### src/rtl/fifo_wr_serializer.sv
// Wide-to-narrow write serializer feeding the async FIFO write port, LSB beat first.
// Optional WR_SER_STALL_CNT_EN adds a saturating backpressure counter output stall_cnt.
module fifo_wr_serializer #(
  parameter int DATA_WIDTH = 8,
  parameter int RATIO      = 4
) (
  input  logic                        wclk,
  input  logic                        wrst,
  input  logic                        s_valid,
  input  logic [RATIO*DATA_WIDTH-1:0] s_data,
  output logic                        s_ready,
  output logic                        m_valid,
  output logic [DATA_WIDTH-1:0]       m_data,
  output logic                        m_last,
  input  logic                        m_ready,
  output logic                        busy
`ifdef WR_SER_STALL_CNT_EN
  ,
  output logic [15:0]                 stall_cnt
`endif
);

  localparam int CNT_W  = (RATIO > 1) ? $clog2(RATIO) : 1;
  localparam int WORD_W = RATIO * DATA_WIDTH;
  localparam logic [CNT_W-1:0] LAST_CNT = CNT_W'(RATIO - 1);

  typedef enum logic {
    IDLE = 1'b0,
    SEND = 1'b1
  } state_e;

  state_e              state_q, state_d;
  logic [CNT_W-1:0]    cnt_q, cnt_d;
  logic [WORD_W-1:0]   word_q, word_d;
  logic                cnt_last;
  logic                s_fire;
  logic                m_fire;
  logic                last_fire;

  always_comb begin
    m_valid   = (state_q == SEND);
    cnt_last  = (cnt_q == LAST_CNT);
    m_fire    = m_valid && m_ready;
    last_fire = m_fire && cnt_last;
    s_ready   = (state_q == IDLE) || last_fire;
    s_fire    = s_valid && s_ready;
    m_last    = m_valid && cnt_last;
    busy      = m_valid;
  end

  // Explicit beat mux keeps every slice in range for non-power-of-two RATIO.
  always_comb begin
    m_data = '0;
    for (int unsigned i = 0; i < RATIO; i++) begin
      if (cnt_q == CNT_W'(i)) begin
        m_data = word_q[i*DATA_WIDTH +: DATA_WIDTH];
      end
    end
  end

  always_comb begin
    state_d = state_q;
    cnt_d   = cnt_q;
    word_d  = word_q;
    case (state_q)
      IDLE: begin
        if (s_fire) begin
          word_d  = s_data;
          cnt_d   = '0;
          state_d = SEND;
        end
      end
      SEND: begin
        if (last_fire) begin
          if (s_fire) begin
            word_d = s_data;
            cnt_d  = '0;
          end else begin
            state_d = IDLE;
          end
        end else if (m_fire) begin
          cnt_d = cnt_q + 1'b1;
        end
      end
      default: state_d = IDLE;
    endcase
  end

`ifdef WR_SER_STALL_CNT_EN
  logic [15:0] stall_cnt_q, stall_cnt_d;

  always_comb begin
    stall_cnt_d = stall_cnt_q;
    if (m_valid && !m_ready && (stall_cnt_q != '1)) begin
      stall_cnt_d = stall_cnt_q + 16'd1;
    end
  end

  assign stall_cnt = stall_cnt_q;
`endif

  always_ff @(posedge wclk or posedge wrst) begin
    if (wrst) begin
      state_q     <= IDLE;
      cnt_q       <= '0;
      word_q      <= '0;
`ifdef WR_SER_STALL_CNT_EN
      stall_cnt_q <= '0;
`endif
    end else begin
      state_q     <= state_d;
      cnt_q       <= cnt_d;
      word_q      <= word_d;
`ifdef WR_SER_STALL_CNT_EN
      stall_cnt_q <= stall_cnt_d;
`endif
    end
  end

endmodule

### config.mk
export PLATFORM = sky130hd
export DESIGN_NAME = fifo_wr_serializer
export DESIGN_NICKNAME = d
export VERILOG_FILES = /design/src/rtl/fifo_wr_serializer.sv
export SDC_FILE = /design/constraint.sdc
export NUM_CORES = 1
export LEC_CHECK = 0
export CAP_MARGIN = 0
export CORE_MARGIN = 1
export CORE_UTILIZATION = 40
export DETAILED_ROUTE_END_ITERATION = 16
export PLACE_DENSITY = 0.68
export SYNTH_ARGS = -nofsm -noshare
export SYNTH_HDL_FRONTEND = slang
export SYNTH_SLANG_ARGS = --single-unit
### constraint.sdc
create_clock -name wclk -period 1.9 [get_ports wclk]
set_input_delay 0.475 -clock wclk [delete_from_list [all_inputs] [get_ports wclk]]
set_output_delay 0.475 -clock wclk [all_outputs]
set_load 0.02 [all_outputs]
==> summary.md <==
| Metric | Value |
|---|---|
| Status | `finished with violations` |
| Failing checks | `negative setup slack` |
| Largest net degree at the start of global routing | `36` |
| Wirelength per Cell | `19.00 um` |
| Register area | `878.3 um2` |
| Yosys top cell area share | `0.4979` |
| Worst Skew | `0.003210 ns` |
| Sw Ratio | `0.3566` |
| Vias in the first global route | `between 1,000 and 1,500` |
| Hold path start | `word_q[9]` |
| Num CTS Buffers | `5` |
| Gr usage total | `0.2028` |
| DR pass1 iterations | `4` |
| Min cycle time layout | `2.140 ns` |
| Net Switching | `0.001641 W` |
| Post-Syn Instances | `127` |
| Total grt overflow | `0` |
| Rel. slew slack | `0.7046` |
| Post-layout instance area | `roughly 2700 um2` |
| Max Slew Vio Count | `0` |
| P_int | `0.002961 W` |
| CP endpoint kind | `primary output` |
| Row Count | `23` |
| # setup viols final | `9` |
| Hold path endpoint | `word_q[9]` |
| Leakage power | `between 1 and 1.5 nW` |
| Clock network power share | `0.152` |
| FF-to-FF setup slack | `roughly 0.020 ns` |
| Mapped Nets | `167` |
| Hpwl dp | `2807 um` |
| Max clock buf depth | `2` |
| Top cells by area, synth | `dfrtp_1 (50%), mux2_4 (26%), nand3b_1 (3.8%)` |
| Netlist Area Pre-Place | `1759 um2` |
| Total power | `approximately 0.0046 W` |
| Worst path required time | `1.42 ns` |
| Diode count | `0` |
| Syn Area/Cell | `13.85 um2` |
| Detail Route Antenna Nets | `0` |
| Post-synth cell types | `23` |
| CP startpoint kind | `flip-flop` |
| IO Pins | `48` |
| Sinks on Clock Net | `35` |
| First-pass GRT wire length | `6644 um` |
| CP Class | `flip-flop to primary output` |
| Combinational share of power | `0.545` |
| Vias | `approximately 1,300` |
| Final wirelength | `4636 um` |
| Flop pwr share | `0.303` |
| GP Congestion | `0.8340` |
| Die Width | `68.32 um` |
| Nets | `233` |
| Port bufs | `47` |
| Vias per cell | `around 5.3` |
| Most common cell after layout, fill and taps aside | `clkdlybuf4s50_1` |
| Seq/Total Area, Yosys | `0.4979` |
| Die H | `68.32 um` |
| Worst slew pin tran | `0.4431 ns` |
| Worst-path maximum fanout | `8` |
| DP Area | `about 2300 um2` |
| H-tree levels | `2` |
| Most frequent cells in the layout | `clkdlybuf4s50_1 (35), dfrtp_1 (33), mux2_4 (31), buf_4 (15), nand3b_1 (9)` |
| DRC Markers | `0` |
| Worst min path class | `flip-flop to flip-flop` |
| Syn. warnings | `0` |
| Clock root buffer | `clkbuf_8` |
| Crit Reg-Reg Startpoint | `cnt_q[1]` |
| CP arrival | `1.66 ns` |
| DRT iter0 DRCs | `62` |
| Final worst setup slack | `-0.2396 ns` |
| Max Clk Rate | `0.4674 GHz` |
| Yosys top cell by area | `dfrtp_1` |
| FF+latch count, synth | `35` |
| Proportion of layout cells with a drive suffix above 1 | `0.4433` |
| Final Hold Viols | `0` |
| Core area | `roughly 4000 um2` |
| FF-to-FF End | `word_q[23]` |
| Reported max-cap violation count | `0` |
| Starting density of the core | `0.4275` |
| Die ar. | `around 4700 um2` |
| Initial antenna violation count | `0` |
| Clock transition at path regs | `0.07 ns` |
| Final Cycle Share | `1.126` |
| Power Dens Cells | `between 1500 and 2000 nW/um2` |
| Reg2Reg Depth | `7` |
| Maximum VDD drop | `564.5 uV` |
| RSZ-0062 raised after global routing | `true` |
| Hold path depth | `1` |
| TritonCTS clock tree | `done` |
| P&R area growth vs syn | `51.35%` |
| Multi-input gate area | `915.9 um2` |
| Layout fillers | `291` |
| Skew-Pair Late Insertion Delay | `0.29 ns` |
[timing repair]
action | 4_1_cts | 5_1_grt
hold buffers | 0 | 0
resized for setup | 76 | 7
hold endpoints to repair | 0 | 0
setup endpoints to repair | 30 | 39
setup buffers | 4 | 3
pin swaps | 3 | 5
cloned | 0 | 3
[cell usage after synthesis]
cell and number:
o22ai_1 7, nand2b_1 2, o21ai_0 3, buf_6 3, clkbuf_1 1, nand2_1 8
a31oi_1 8, clkinv_1 1, mux2_4 30, mux2_2 2, and2_1 1, a21oi_1 1
buf_4 1, or3b_2 2, inv_1 3, nand2_4 1, dfrtp_1 35, ha_1 4
a21bo_4 1, nor2_1 1, nand3b_1 9, buf_1 1, a22o_1 2
[power by group through the flow]
stage	Sequential [W]	Clock, W	Combinational [W]
floorplan	0.00129	0	0.00146
global placement	0.00135	0	0.00215
detailed placement	0.00137	0	0.00220
CTS	0.00138	0.000710	0.00236
global route	0.00144	0.000750	0.00262
finish	0.00140	0.000701	0.00251
[worst max-delay path: stages, from the launching register on]
cell and delay [ns]:
dfrtp_2 0.48, inv_4 0.10, buf_6 0.11, ha_4 0.19
nand3b_1 0.11, a31oi_1 0.21, buf_4 0.17
[metal layers]
layer | share of wire | up-vias | global-route usage
met5 | 0 | - | 0
met4 | 0.017 | 0 | 0.1042
met3 | 0.041 | 7 | 0.04667
met2 | 0.51 | 36 | 0.3358
met1 | 0.43 | 658 | 0.2437
li1 | - | 593 | -
[worst max-delay path by stage]
stage	slack, ns	to	start
after global placement	-0.48	m_data[0]	cnt_q[0]
after floorplan	0.02	m_data[0]	cnt_q[1]
after global routing	-0.29	m_data[6]	cnt_q[0]
after CTS	-0.23	m_data[6]	cnt_q[0]
after detailed placement	-0.56	m_data[5]	cnt_q[0]
final	-0.24	m_data[7]	cnt_q[1]
[kinds of logic (layout without fill, tap and decap cells)]
group           Yosys count  count (layout)  share of synthesized area
mux                      32              32                     0.2688
compound gates           22              22                    0.08393
simple gates             24              24                    0.08464
flops                    35              35                     0.4979
buf+inv                  10              77                    0.03627
fa+ha+maj                 4               4                    0.02845
[state kept, by name, indices dropped and copies added (netlist names)]
name	count
cnt_q	2
word_q	32
busy	1
[final cells by class]
| class | count | area share |
|---|---|---|
| inverters | 4 | 0.007049 |
| repair buffers | 65 | 0.2514 |
| clock inverters | 2 | 0.01316 |
| clock buffers | 6 | 0.03102 |
| multi-input cells | 82 | 0.3440 |
| well taps | 50 | 0.02350 |
| flip-flops and latches | 35 | 0.3299 |
[through the flow]
| stage | util | hold slack (ns) | setup TNS, ns | std cells | setup WS, ns |
|---|---|---|---|---|---|
| floorplan | - | 0.4733 | 0 | 127 | 0.01734 |
| global placement | 0.5707 | 0.4954 | -6.492 | 227 | -0.4803 |
| detailed placement | 0.5707 | 0.4963 | -7.615 | 227 | -0.5551 |
| CTS | 0.6224 | 0.5188 | -1.651 | 239 | -0.2258 |
| global route | 0.6470 | 0.5274 | -2.382 | 244 | -0.2872 |
| finish | 0.6470 | 0.5143 | -1.732 | 244 | -0.2396 |
Power figures use the tool's default switching activity.
